## src/rtl/fare_display.sv

```systemverilog
// -----------------------------------------------------------------------------
// fare_display
//
// Consumer side of the fare counter. A load strobe samples the 10-bit binary
// fare, clamps it to 999 and converts it to three BCD digits with an iterative
// shift-add-3 (double-dabble) engine, one bit per clock. The committed BCD
// value feeds a free-running, time-multiplexed driver for an active-low
// 3-digit 7-segment display, with optional leading-zero blanking.
//
// Parameters
//   SCAN_DIV : clock cycles per digit scan slot (>= 2)
//   BLANK_LZ : 1 = blank leading zeros on hundreds/tens, 0 = show all digits
//
// Ports
//   clk     in   1   system clock, rising edge
//   rst     in   1   synchronous reset, active-low
//   fare    in  10   binary fare from the fare counter
//   load    in   1   single-cycle conversion request (ignored while busy)
//   busy    out  1   conversion in progress
//   done    out  1   one-cycle pulse when bcd has been updated
//   bcd     out 12   committed result {hundreds, tens, ones}
//   dig_sel out  3   digit enables, active-low; bit0 ones, bit1 tens, bit2 hundreds
//   seg     out  7   segments, active-low, order {g,f,e,d,c,b,a}
// -----------------------------------------------------------------------------
module fare_display #(
  parameter int SCAN_DIV = 50000,
  parameter bit BLANK_LZ = 1'b1
) (
  input  logic        clk,
  input  logic        rst,
  input  logic [9:0]  fare,
  input  logic        load,
  output logic        busy,
  output logic        done,
  output logic [11:0] bcd,
  output logic [2:0]  dig_sel,
  output logic [6:0]  seg
);

  localparam int              CNT_W     = (SCAN_DIV > 1) ? $clog2(SCAN_DIV) : 1;
  localparam logic [CNT_W-1:0] CNT_LAST = CNT_W'(SCAN_DIV - 1);
  localparam logic [9:0]      FARE_MAX  = 10'd999;
  localparam logic [3:0]      ITER_LAST = 4'd9;
  localparam logic [6:0]      SEG_BLANK = 7'b1111111;
  localparam logic [2:0]      SEL_NONE  = 3'b111;

  typedef enum logic {
    ST_IDLE = 1'b0,
    ST_CONV = 1'b1
  } state_e;

  // ---------------------------------------------------------------------------
  // Helper functions
  // ---------------------------------------------------------------------------

  // Saturate the incoming fare to the largest value three digits can show.
  function automatic logic [9:0] clamp_fare(input logic [9:0] f);
    return (f > FARE_MAX) ? FARE_MAX : f;
  endfunction

  // Double-dabble correction: a nibble >= 5 would become >= 10 after the
  // shift, so pre-add 3 to carry into the next decade instead.
  function automatic logic [3:0] add3(input logic [3:0] n);
    return (n >= 4'd5) ? (n + 4'd3) : n;
  endfunction

  // Active-low {g,f,e,d,c,b,a} code for a BCD digit.
  function automatic logic [6:0] seg_code(input logic [3:0] d);
    logic [6:0] s;
    case (d)
      4'd0:    s = 7'b1000000;
      4'd1:    s = 7'b1111001;
      4'd2:    s = 7'b0100100;
      4'd3:    s = 7'b0110000;
      4'd4:    s = 7'b0011001;
      4'd5:    s = 7'b0010010;
      4'd6:    s = 7'b0000010;
      4'd7:    s = 7'b1111000;
      4'd8:    s = 7'b0000000;
      4'd9:    s = 7'b0010000;
      default: s = SEG_BLANK;
    endcase
    return s;
  endfunction

  // Scan order ones -> tens -> hundreds -> ones.
  function automatic logic [1:0] next_idx(input logic [1:0] i);
    return (i == 2'd2) ? 2'd0 : (i + 2'd1);
  endfunction

  // Active-low enable pattern for a digit index.
  function automatic logic [2:0] sel_code(input logic [1:0] i);
    logic [2:0] s;
    case (i)
      2'd0:    s = 3'b110;
      2'd1:    s = 3'b101;
      2'd2:    s = 3'b011;
      default: s = SEL_NONE;
    endcase
    return s;
  endfunction

  // ---------------------------------------------------------------------------
  // State
  // ---------------------------------------------------------------------------
  state_e           state_q,    state_d;
  logic [9:0]       shreg_q,    shreg_d;
  logic [11:0]      work_q,     work_d;
  logic [3:0]       iter_q,     iter_d;
  logic [11:0]      bcd_q,      bcd_d;
  logic             busy_q,     busy_d;
  logic             done_q,     done_d;
  logic [CNT_W-1:0] scan_cnt_q, scan_cnt_d;
  logic [1:0]       dig_idx_q,  dig_idx_d;
  logic [2:0]       dig_sel_q,  dig_sel_d;
  logic [6:0]       seg_q,      seg_d;

  // ---------------------------------------------------------------------------
  // Conversion datapath: one add-3 / shift iteration
  // ---------------------------------------------------------------------------
  logic [11:0] work_adj;
  logic [21:0] dabble_sh;
  logic [11:0] work_nxt;
  logic [9:0]  shreg_nxt;

  always_comb begin
    work_adj  = {add3(work_q[11:8]), add3(work_q[7:4]), add3(work_q[3:0])};
    // The working value never exceeds 999, so nothing useful leaves the top.
    dabble_sh = {work_adj, shreg_q} << 1;
    work_nxt  = dabble_sh[21:10];
    shreg_nxt = dabble_sh[9:0];
  end

  // ---------------------------------------------------------------------------
  // Conversion FSM next-state
  // ---------------------------------------------------------------------------
  always_comb begin
    state_d = state_q;
    shreg_d = shreg_q;
    work_d  = work_q;
    iter_d  = iter_q;
    bcd_d   = bcd_q;
    busy_d  = busy_q;
    done_d  = 1'b0;

    case (state_q)
      ST_IDLE: begin
        if (load) begin
          shreg_d = clamp_fare(fare);
          work_d  = 12'd0;
          iter_d  = 4'd0;
          busy_d  = 1'b1;
          state_d = ST_CONV;
        end
      end

      ST_CONV: begin
        // load is deliberately not examined here: requests while busy drop.
        shreg_d = shreg_nxt;
        work_d  = work_nxt;
        iter_d  = iter_q + 4'd1;
        if (iter_q == ITER_LAST) begin
          bcd_d   = work_nxt;
          done_d  = 1'b1;
          busy_d  = 1'b0;
          state_d = ST_IDLE;
        end
      end

      default: begin
        state_d = ST_IDLE;
        busy_d  = 1'b0;
      end
    endcase
  end

  // ---------------------------------------------------------------------------
  // Display scan next-state
  // ---------------------------------------------------------------------------
  logic       scan_tick;
  logic [1:0] idx_nxt;
  logic [3:0] show_digit;
  logic       show_blank;
  logic       hund_zero;
  logic       tens_zero;

  always_comb begin
    scan_tick  = (scan_cnt_q == CNT_LAST);
    idx_nxt    = next_idx(dig_idx_q);
    hund_zero  = (bcd_q[11:8] == 4'd0);
    tens_zero  = (bcd_q[7:4] == 4'd0);

    // Digit and blanking decision for the slot about to be entered.
    case (idx_nxt)
      2'd0: begin
        show_digit = bcd_q[3:0];
        show_blank = 1'b0;
      end
      2'd1: begin
        show_digit = bcd_q[7:4];
        show_blank = BLANK_LZ && hund_zero && tens_zero;
      end
      default: begin
        show_digit = bcd_q[11:8];
        show_blank = BLANK_LZ && hund_zero;
      end
    endcase

    scan_cnt_d = scan_cnt_q;
    dig_idx_d  = dig_idx_q;
    dig_sel_d  = dig_sel_q;
    seg_d      = seg_q;

    if (scan_tick) begin
      scan_cnt_d = '0;
      dig_idx_d  = idx_nxt;
      dig_sel_d  = sel_code(idx_nxt);
      seg_d      = show_blank ? SEG_BLANK : seg_code(show_digit);
    end else begin
      scan_cnt_d = scan_cnt_q + 1'b1;
    end
  end

  // ---------------------------------------------------------------------------
  // Registers
  // ---------------------------------------------------------------------------
  always_ff @(posedge clk) begin
    if (!rst) begin
      state_q    <= ST_IDLE;
      iter_q     <= 4'd0;
      bcd_q      <= 12'd0;
      busy_q     <= 1'b0;
      done_q     <= 1'b0;
      scan_cnt_q <= '0;
      dig_idx_q  <= 2'd0;
      dig_sel_q  <= SEL_NONE;
      seg_q      <= SEG_BLANK;
    end else begin
      state_q    <= state_d;
      iter_q     <= iter_d;
      bcd_q      <= bcd_d;
      busy_q     <= busy_d;
      done_q     <= done_d;
      scan_cnt_q <= scan_cnt_d;
      dig_idx_q  <= dig_idx_d;
      dig_sel_q  <= dig_sel_d;
      seg_q      <= seg_d;
    end
    // Working registers are fully initialised on every accepted load.
    shreg_q <= shreg_d;
    work_q  <= work_d;
  end

  assign busy    = busy_q;
  assign done    = done_q;
  assign bcd     = bcd_q;
  assign dig_sel = dig_sel_q;
  assign seg     = seg_q;

endmodule

```

## config.mk

```make
export PLATFORM = sky130hd
export DESIGN_NAME = fare_display
export DESIGN_NICKNAME = d
export VERILOG_FILES = /design/src/rtl/fare_display.sv
export SDC_FILE = /design/constraint.sdc
export NUM_CORES = 1
export LEC_CHECK = 0
export ABC_AREA = 1
export CAP_MARGIN = 20
export CORE_MARGIN = 4
export CORE_UTILIZATION = 55
export DETAILED_ROUTE_END_ITERATION = 8
export PLACE_DENSITY = 0.77
export SLEW_MARGIN = 5
export SYNTH_ARGS = -nofsm -noshare
export SYNTH_HDL_FRONTEND = slang
export SYNTH_SLANG_ARGS = --single-unit
```

## constraint.sdc

```tcl
create_clock -name clk -period 1.7 [get_ports clk]
set_input_delay 0.34 -clock clk [delete_from_list [all_inputs] [get_ports clk]]
set_output_delay 0.34 -clock clk [all_outputs]
set_load 0.02 [all_outputs]
```

# After elaboration in Yosys (flattened, before gate mapping)
# Memory sizes are Yosys's and may differ from the RTL's.
# Cells that the tools add are included.
[word_totals]
output_inout_bits = 24
reg_bits = 69
romBits = 112
input_bits = 13
elab_cells = 61
mem_count = 1
[classes]
addsub = 6
muxes = 22
n_lt_le_gt_ge = 4
reduce_logical = 8
n_eq_ne = 7
bitwise_logic = 2
[mem_list]
columns = ["memory", "words", "width", "rd", "rd_ports_with_merged_regs", "write_ports", "line_no", "text"]
rows = [
  ["(no name shown)", 16, 7, 1, 0, 0, "70", "case (d)"],
]
[ops]
columns = ["op", "n"]
rows = [
  ["12-bit case mux with 2 select lines", 1],
  ["10-bit 2-to-1 mux", 2],
  ["10-bit case mux with 2 select lines", 1],
  ["16-bit by 1-bit adder with 16-bit output, second input constant", 1],
  ["16-bit equality test, second input constant", 1],
  ["4-bit case mux with 2 select lines", 2],
  ["4-bit by 3-bit >= comparator with 1-bit output, second input constant", 3],
  ["12-bit 2-to-1 mux", 1],
  ["4-bit 2-to-1 mux", 3],
  ["10-bit > comparator, second input constant", 1],
  ["3-bit case mux with 3 select lines", 1],
  ["4-bit by 2-bit adder with 4-bit output, second input constant", 2],
  ["4-bit logical NOT", 2],
  ["7-bit 2-to-1 mux", 1],
  ["1-bit case mux with 2 select lines", 3],
  ["2-bit AND reduction", 3],
  ["1-bit 2-to-1 mux", 5],
  ["4-bit by 1-bit adder with 4-bit output, second input constant", 1],
  ["2-bit equality test, second input constant", 2],
  ["4-bit equality test, second input constant", 1],
  ["3-bit by 2-bit adder with 3-bit output, second input constant", 1],
  ["3-bit 2-to-1 mux", 1],
  ["2-bit by 1-bit adder with 2-bit output, second input constant", 1],
  ["2-bit by 1-bit equality test with 1-bit output, second input constant", 1],
  ["7 further kinds", 8],
]

# Logic depth before layout (Yosys ltp)
# An unclocked memory read counts as a cell.
[depth]
depth_word = 6
ltp_mapped = 13
mapped_depth_nobuf = 12

# Least setup slack after synthesis
# No wires, ideal clock.
[synth_timing]
kind = "register -> register"
start = "reg work_q[4]"
end = "reg work_q[5], data pin"
arrival_time_ps = 1226
path_buffers = 0
path_slack_ps = 208
period_less_slack_ps = 1492
setup_time_ps = 266
stages_incl_launch_ff = 7
t_required_ps = 1434
cell_sequence = "edfxtp_1 inv_1 ha_1 or2_2 nand2_1 xor2_1 nor2_1"
[synth_via]
elab_chain_len = 3
word_cells_on_any_way = 4
classes_between = "add/sub: 1; order compare: 1; mux: 2"
[synth_lines]
columns = ["item", "line_no", "text"]
rows = [
  ["start, declared", "108", "logic [11:0] work_q, work_d;"],
  ["start signal, assigned", "251", "work_q <= work_d;"],
  ["4-bit by 2-bit adder with 4-bit output / 4-bit by 3-bit >= comparator with 1-bit output (equally long branches)", "64", "return (n >= 4'd5) ? (n + 4'd3) : n;"],
  ["4-bit 2-to-1 mux *", "64", ""],
  ["12-bit case mux with 2 select lines *", "146", "case (state_q)"],
]
# Mark *: on every way between the ends. The rest lies on a longest branch, timed or not.
# A chain may end at the register's enable or synchronous reset.

# Worst setup path in the final report
[layout_timing]
start = "reg bcd_q[4], in the netlist bcd[4]"
end = "out bcd[4]"
[layout_rtl]
columns = ["item", "line_no", "text"]
rows = [
  ["start, declared", "110", "logic [11:0] bcd_q, bcd_d;"],
  ["start signal, assigned", "231", "bcd_q <= 12'd0;"],
  ["start signal, assigned", "241", "bcd_q <= bcd_d;"],
  ["end, declared", "35", "output logic [11:0] bcd,"],
]
# No word-level cell between the ends.

==> summary.md <==
| Metric | Value |
|---|---|
| Clk Latency, worst-skew pair | `~0.35 ns` |
| Die area | `between 7000 and 8000 sq um` |
| Overflow after GRT | `0` |
| Internal power | `~0.0025 W` |
| Final WS setup | `0.0456 ns` |
| Drt pass-1 iters | `4` |
| Die H | `85.7 um` |
| Max-cap violations | `0` |
| Sequential power share | `between 50 and 60%` |
| Slowest CP cell | `clkdlybuf4s50_1` |
| Yosys warns | `0` |
| Peak VDD IR | `587 uV` |
| Layout cells sized above 1 | `14.5%` |
| Crit path buffers/inverters | `1` |
| Layout net count | `476` |
| TNS Setup | `0 ns` |
| Total power per unit cell area | `841 nW/um^2` |
| Ranking of synthesized cells by area | `dfxtp_1 (28%), edfxtp_1 (20%), nand2_1 (9.4%)` |
| Cell area after synthesis | `3320 sq um` |
| Initial antenna violation count | `0` |
| Data arrival time of the worst path | `1.31 ns` |
| Clk pwr share | `35.3%` |
| Yosys reg bits | `69` |
| Io pins | `37` |
| Synthesized area per cell | `8.26 sq um` |
| Post-synthesis sequential area ratio | `48.2%` |
| GP Congestion | `0.802` |
| Pwr Total | `~0.0034 W` |
| LEAKAGE | `1.77 nW` |
| Cts hold-fix bufs | `0` |
| WL final | `7090 um` |
| Largest incremental delay on the critical path | `a little over 0.6 ns` |
| Post-synth top area share | `~28%` |
| Dpl ws | `between 0.03 and 0.04 ns` |
| Skew final | `about 0.014 ns` |
| Number of synthesized flops with an enable pin | `22` |
| Min cycle time layout | `1.65 ns` |
| Final Setup Violations | `0` |
| FMAX | `604 MHz` |
| CP Capture Type | `primary output` |
| DR iter-0 viols | `118` |
| Largest net degree at the start of global routing | `23` |
| Most frequent cells after synthesis | `nand2_1 (83), inv_1 (50), dfxtp_1 (47), nor2_1 (47), edfxtp_1 (22)` |
| Count leader, synth | `nand2_1` |
| Clock sink count | `69` |
| Syn Nets | `427` |
| Synth Flop Type | `dfxtp_1` |
| I/O Buffers | `36` |
| H-tree levels | `3` |
| Worst Path Max Fanout | `2` |
| N_diodes | `0` |
| CTS tree | `done` |
| Kind of critical path | `register to primary output` |
| Met3 routed WL | `249 um` |
| Period utilization | `97.3%` |
| Die X | `85.7 um` |
| Row count | `28` |
| First-pass GRT wire length | `12000 um` |
| Antenna viol nets, final | `0` |
| Via density | `5.17` |
| Synth async-reset ratio | `0%` |
| Crit start category | `register` |
| DP HPWL | `5210 um` |
| Sw Pwr | `0.000869 W` |
| Critical Path RT | `~1.4 ns` |
| Met2 routed WL | `3500 um` |
| Worst-margin pin slew | `0.442 ns` |
| Synthesized instance count | `402` |
| Rel. slew slack | `70.5%` |
| Switching share of power | `25.5%` |
| CP top delay family | `buffers and inverters` |
| Max Slew Vio Count | `0` |
| Layout area overhead | `22.2%` |
| Vias in the first global route | `2710` |
| Root Driver | `clkbuf_8` |
| DR WL/cell | `13.3 um` |
| Status | `finished clean` |
| Vias | `about 2.7k` |
| GRT Overall Usage | `approximately a fifth` |
| Critical Path, Cell by Cell | `clkdlybuf4s50_1` |
| Starting density of the core | `56.4%` |
| Gate power share | `around 11%` |
| M1 WL | `3210 um` |
| Reg clk slew, reported paths | `0.07 ns` |
| Highest metal layer with signal wires | `met4` |
| Drc violations | `0` |
| Min-Delay Path Class | `register to register` |
| CORE AREA | `5890 sq um` |
| Clock Path Buffers | `2` |
| Yosys top cell by area | `dfxtp_1` |
| Synth unique cells | `38` |
| Fin. Hold Viols | `0` |
| Num CTS Buffers | `9` |
-- final cells by class --
class	instances	area, sq um
fillers	499	1830
clock inverters	2	10.0
flip-flops and latches	69	1600
multi-input cells	268	1520
inverters	55	206
clock buffers	14	163
well taps	75	93.8
repair buffers	48	459
-- flip-flops by register name, summed over array words and instances (netlist names) --
name        count
bcd            12
busy            1
dig_idx_q       2
dig_sel         3
done            1
iter_q          4
scan_cnt_q     16
seg             7
shreg_q        10
state_q         1
work_q         12
-- cells in the final DEF, fill, tap and decap left out, types with 5 or more instances in the layout --
cell / n
inv_1: 49
o22ai_1: 8
dlygate4sd2_1: 10
a21oi_1: 19
clkdlybuf4s50_1: 24
o21ai_0: 7
edfxtp_1: 22
nand4_1: 7
nand3_1: 20
dfxtp_1: 46
nand2_1: 81
o21ai_1: 5
clkbuf_8: 11
or2_2: 6
nor2_1: 45
ha_1: 11
xor2_1: 8
buf_4: 10
nor3_1: 8
inv_2: 5
-- power by group through the flow --
stage / clock [W] / combinational, W / sequential, W
after floorplan: 0 / 0.000215 / 0.00185
after global placement: 0 / 0.000309 / 0.00186
after detailed placement: 0 / 0.000325 / 0.00186
after CTS: 0.00122 / 0.000329 / 0.00182
after global routing: 0.00128 / 0.000424 / 0.00184
final: 0.00120 / 0.000380 / 0.00183
-- worst paths after layout --
check / endpoint / startpoint / cells after the start / slack [ns]
hold reg to reg: dig_sel[1]$_SDFFE_PN1P_ / dig_sel[1]$_SDFFE_PN1P_ / 2 / 0.47
setup reg to reg: work_q[6]$_SDFFCE_PN0P_ / work_q[4]$_SDFFCE_PN0P_ / 7 / 0.06
setup / recovery: bcd[4] / bcd[4]$_SDFFE_PN0P_ / 1 / 0.05
hold / removal: dig_sel[1]$_SDFFE_PN1P_ / dig_sel[1]$_SDFFE_PN1P_ / 2 / 0.47
-- metal layers --
layer  vias up  global-route usage [%]
li1       1406                       -
met1      1273                    25.0
met2        54                    34.6
met3        12                    5.76
met4         0                    9.35
met5         -                       0
-- stage by stage --
step / instance area [sq um] / hold slack [ns] / utilization [%] / instances
after floorplan: 3320 / 0.418 / - / 402
after global placement: 3810 / 0.432 / 64.8 / 514
after detailed placement: 3810 / 0.458 / 64.8 / 514
after CTS: 3980 / 0.468 / 67.5 / 530
after global routing: 4060 / 0.490 / 69.0 / 531
final: 4060 / 0.472 / 69.0 / 531
-- logic make-up after synthesis --
logic type      synth area share [%]
compound gates                  8.78
xor+xnor                        2.90
fa+ha+maj                       4.52
buf+inv                         7.91
flops                           48.2
simple gates                    27.7
-- timing repair --
| action | CTS | global route |
|---|---|---|
| cloned | 0 | 0 |
| endpoints found under the setup margin | 10 | 17 |
| resized for setup | 10 | 24 |
| setup buffers | 0 | 1 |
| pin swaps | 0 | 3 |
Note: power is estimated with default switching activity, not from simulation.
==> edit 1: new RTL, same flow settings <==
Set the parameter `SCAN_DIV` to 12500 (it was 50000).
--- a/src/rtl/fare_display.sv
+++ b/src/rtl/fare_display.sv
@@ -23,7 +23,7 @@
 //   seg     out  7   segments, active-low, order {g,f,e,d,c,b,a}
 // -----------------------------------------------------------------------------
 module fare_display #(
-  parameter int SCAN_DIV = 50000,
+  parameter int SCAN_DIV = 12500,
   parameter bit BLANK_LZ = 1'b1
 ) (
   input  logic        clk,
Function: no difference found for any inputs over 10 cycles, from zero or initial values and one cycle with rst low; that may be too few to reach the edited logic, so the function may still have changed.
==> edit 1 against the unedited design <==
- sequential cell count fell by 2
- wire length fell by 6.9%
- final area fell by 0.92%
- setup slack improved by 0.0087 ns
- synthesized cell count rose by 2.7%
- count of clock-buffer cells in the layout fell by 3
- via count rose by 0.73%
- total power fell by 5.6%
- cell count rose by 2.8%
- register-to-register slack improved by 0.05 ns
- sequential power fell by 3%
- clock power fell by 11%
- area after synthesis fell by 2.0%
- worst hold slack got worse by 0.011 ns
- largest cell class unchanged
==> edit 1: results (changes against the unedited design) <==
number of fill cells=461 (-7.6%); Detailed Routing Iterations Pass 1=4 (unchanged); H-tree levels=3 (unchanged); max cap viols=0 (unchanged); Final Skew=0.00733 ns (-0.00632 ns); Top reg by flops=scan_cnt_q; antenna diode count=0 (unchanged); DP HPWL=4990 um (-4.3%); number of flops mapped to enable cells by yosys=22 (unchanged); max reg flops=14 (-2); WP data arrival=1.31 ns (about the same); cts bufs inserted=9 (unchanged); routability-driven placement congestion ratio=0.889 (+11%); maximum root-to-sink buffer count=2 (unchanged); register area share after synthesis=0.480 (-0.00229); P_leak=0.00186 uW (+4.8%); share of cells above drive strength 1=0.127 (-0.0182); clk root buf=clkbuf_8; maximum fanout along the worst path=3 (+1); Iter 0 DRT Violations=130 (+10%); CP peak stage delay=0.62 ns; most frequent cells after synthesis=nand2_1 (100), inv_1 (59), dfxtp_1 (45); hold crit path type=reg2reg; later-pin clock latency in the skew report=about 0.34 ns; Vias/cell=5.06 (-2.0%); Clock Pin Slew Worst Setup and Hold Paths=0.07 ns (about the same); CP top delay family=buffers and inverters; peak supply drop=0.000515 V (-12%); async set-or-reset flop fraction in the synthesized netlist=0 (unchanged); initial antenna violation count=0 (unchanged); met3 routed WL=269 um (+8.0%); Total Routing Usage GR=0.192 (-0.0157); Met2 Routed Length=3170 um (-9.5%); first-pass GRT wire length=11300 um (-5.7%); Primary FF master, synth=dfxtp_1; # nets final=494 (+3.8%); overall routed net length=6600 um (-6.9%); Post-Syn Nets=438 (+2.6%); post-synth cell types=31 (-18%); yosys warns=0 (unchanged); worst slew pin tran=0.370 ns (-0.0720 ns); largest net degree at the start of global routing=23 (unchanged); reg-to-reg setup timing slack=0.11 ns (+0.05 ns); top cells by area, synth=dfxtp_1 (28%), edfxtp_1 (20%), nand2_1 (12%), inv_1 (6.8%), nor2_1 (5.0%); Worst path slowest cell=clkdlybuf4s50_1; wl on met1=3010 um (-6.0%); Placed Area=3800 um2 (-0.36%); final hold slack=0.461 ns (-0.0108 ns); status=completed; switching power=823 uW (-5.3%); vias in the first global route=2675 (-1.3%); max layer used=met4; IO buf count=36 (unchanged)
## edit 1: changes by cell type after synthesis, sizes merged, moves of 3 or more
cell   change
a21oi      +4
inv        +6
nand2     +15
nand3      +5
nand4      -3
nor2       -3
nor3       -4
o21ai      +6
o22ai      -3
xor2       -5
## edit 1: logic make-up after synthesis
| logic type | count (synthesis) | synth area share |
|---|---|---|
| xor+xnor | 7 | 0.0188 |
| flops | 67 | 0.480 |
| fa+ha+maj | 12 | 0.0461 |
| simple gates | 203 | 0.283 |
| buf+inv | 68 | 0.0804 |
| compound gates | 56 | 0.0923 |
## edit 1: per-stage QoR
stage           util  std cells  worst slack (ns)  total power [uW]
2_1_floorplan      -        413             0.122              2020
3_3_place_gp   0.678        529            0.0594              2120
3_5_place_dp   0.678        529           0.00111              2150
4_1_cts        0.704        545           0.00463              3210
5_1_grt        0.717        546          -0.00809              3380
6_report       0.717        546            0.0543              3220
## edit 1: cell type report
type / count / share of cell area
Sequential cell: 67 / 0.388
Clock buffer: 11 / 0.0327
Multi-Input combinational cell: 278 / 0.367
Tap cell: 72 / 0.0224
Timing Repair Buffer: 53 / 0.128
Clock inverter: 5 / 0.00529
Inverter: 60 / 0.0560
## edit 1: final timing paths
path / cells past startpoint / start / end
max: 1 / bcd[4] / bcd[4]
min: 1 / scan_cnt_q[0] / scan_cnt_q[0]
min reg2reg: 1 / scan_cnt_q[0] / scan_cnt_q[0]
max reg2reg: 6 / work_q[4] / work_q[5]
## edit 1: timing repair
action,in CTS,in global routing
setup buffers,0,1
pin swaps,0,2
resized for setup,3,21
endpoints found under the setup margin,3,31
## edit 1: power by group through the flow
stage,clock network (uW),registers [uW],logic (uW)
global placement,0,1810,310
CTS,1090,1780,331
global route,1170,1790,413
finish,1070,1780,363
detailed placement,0,1820,328
floorplan,0,1810,213
## edit 1: per-layer routing
| layer | track usage | vias to the layer above |
|---|---|---|
| met5 | 0 | - |
| met4 | 0.0748 | 0 |
| met3 | 0.0515 | 16 |
| met2 | 0.327 | 49 |
| met1 | 0.230 | 1261 |
| li1 | - | 1439 |
==> edit 2: new RTL, config.mk and constraints unchanged <==
Made on the original files. Register the inputs `fare` and `load` before use. The logic sees them one clock later. Comments in the files are not updated.
--- a/src/rtl/fare_display.sv
+++ b/src/rtl/fare_display.sv
@@ -49,6 +49,14 @@
     ST_CONV = 1'b1
   } state_e;
 
+  logic [9:0] fare_q;
+  logic load_q;
+
+  always_ff @(posedge clk) begin
+    fare_q <= fare;
+    load_q <= load;
+  end
+
   // ---------------------------------------------------------------------------
   // Helper functions
   // ---------------------------------------------------------------------------
@@ -145,8 +153,8 @@
 
     case (state_q)
       ST_IDLE: begin
-        if (load) begin
-          shreg_d = clamp_fare(fare);
+        if (load_q) begin
+          shreg_d = clamp_fare(fare_q);
           work_d  = 12'd0;
           iter_d  = 4'd0;
           busy_d  = 1'b1;
Behaviour: not the same (Yosys sat finds a counterexample within 4 cycles, from zero or initial values and one cycle with rst low).
==> edit 2 against the unedited design <==
- critical path depth increased by 6
- first-iteration DRC count down 5.1%
- area after synthesis is 9.3% higher
- non-clock buffer count is the same
- wire length rose by 10%
- setup slack got worse by 0.0049 ns
- final area grew 7.4%
- count of clock-buffer cells in the layout is 5 lower
- clock power up 22%
- sequential cell count increased by 11
- global-route usage rose by 0.059 points
- total power is 15% higher
- critical endpoint is now work_q[6]
- largest power group unchanged
==> edit 2: results (changes against the unedited design) <==
DP HPWL=5580 um (+7.0%); Total Routing Usage GR=0.208 (+0.000589); CP peak stage delay=0.39 ns (-0.22 ns); Comb power=349 uW (-8.2%); Post-Syn Nets=456 (+6.8%); WP data arrival=1.76 ns (+0.45 ns); total power draw=3920 uW (+15%); fraction of area in multi-input gates=0.361 (-0.0140); Clock Pin Slew Worst Setup and Hold Paths=0.09 ns (+0.02 ns); vias in the first global route=2807 (+3.6%); Primary FF master, synth=dfxtp_1; met2 GRT Util=0.347 (+0.000907); Detailed Routing Iterations Pass 1=5 (+1); Avg Inst Size Synth=8.42 um2 (+1.9%); post-synth cell types=37 (-2.6%); peak supply drop=0.000760 V (+30%); Met2 Routed Length=3960 um (+13%); # nets final=504 (+5.9%); P_leak=0.00185 uW (+4.1%); post-route cell area=4360 um2 (+7.4%); NonClk Buf Share=0.104 (-0.00949); global routing usage on met3=0.0470 (-0.0106); share of cells above drive strength 1=0.165 (+0.0206); switching power=1020 uW (+17%); comb_multi_in=287 (+7.1%); Place WS=-0.0164 ns (-0.0521 ns); Placed Area=4110 um2 (+7.6%); number of fill cells=533 (+6.8%); Final Skew=0.00873 ns (-0.00493 ns); wl on met1=3450 um (+7.7%); sequential cell area=1830 um2 (+14%); non-filler cells, final=561 (+5.6%); sequential power=2110 uW (+15%); largest net degree at the start of global routing=17 (-26%); most frequent cells after synthesis=nand2_1 (90), dfxtp_1 (58), inv_1 (47); row cnt=29 (+3.6%); status=completed; routability-driven placement congestion ratio=0.884 (+10%); maximum fanout along the worst path=4 (+2); number of flip-flops and latches=80 (+16%); CLK BUF=9 (-5); Iter 0 DRT Violations=112 (-5.1%); Worst path slowest cell=edfxtp_1; placed insts=545 (+6.0%)
-- edit 2: cell types whose count changed in the layout (fill, tap and decap cells not counted), sizes merged, moves of 3 or more --
| cell | before | now |
|---|---|---|
| clkbuf | 14 | 9 |
| clkdlybuf4s50 | 24 | 19 |
| dfxtp | 47 | 58 |
| dlymetal6s2s | 2 | 5 |
| inv | 54 | 57 |
| nand2 | 85 | 94 |
| nand3 | 26 | 36 |
| nor2 | 53 | 60 |
| nor3 | 9 | 3 |
| nor3b | 3 | 0 |
| o21ai | 15 | 22 |
| o22ai | 8 | 3 |
| xor2 | 11 | 8 |
-- edit 2: cell families (layout without fill, tap and decap cells) --
| group | count (synthesis) | after routing | synth area share |
|---|---|---|---|
| AO/OA/AOI/OAI | 54 | 54 | 0.0868 |
| flip-flops | 80 | 80 | 0.502 |
| buffers and inverters | 64 | 117 | 0.0751 |
| adder cells (fa/ha/maj) | 12 | 12 | 0.0413 |
| XOR/XNOR | 10 | 10 | 0.0241 |
| AND/OR/NAND/NOR | 211 | 211 | 0.271 |
-- edit 2: critical path: cells and delay by family (launching register included) --
family / cells / cell delay [ns]
buf+inv: 1 / 0.10
compound gates: 1 / 0.13
fa+ha+maj: 1 / 0.22
flops: 1 / 0.39
simple gates: 4 / 0.58
-- edit 2: path summary, 6_finish.rpt --
check | endpoint | slack [ns] | cells after the start
worst min-delay path | fare_q[6] | 0.42 | 1
worst max register to register | work_q[6] | 0.04 | 7
worst min register to register | scan_cnt_q[0] | 0.46 | 1
worst max-delay path | work_q[6] | 0.04 | 7
-- edit 2: what timing repair did --
action                                 CTS  global route
cloned                                   0             0
hold buffers                             0             0
pin swaps                                0             1
gates resized for setup                 12            17
setup endpoints to repair               12            29
endpoints found under the hold margin    0             0
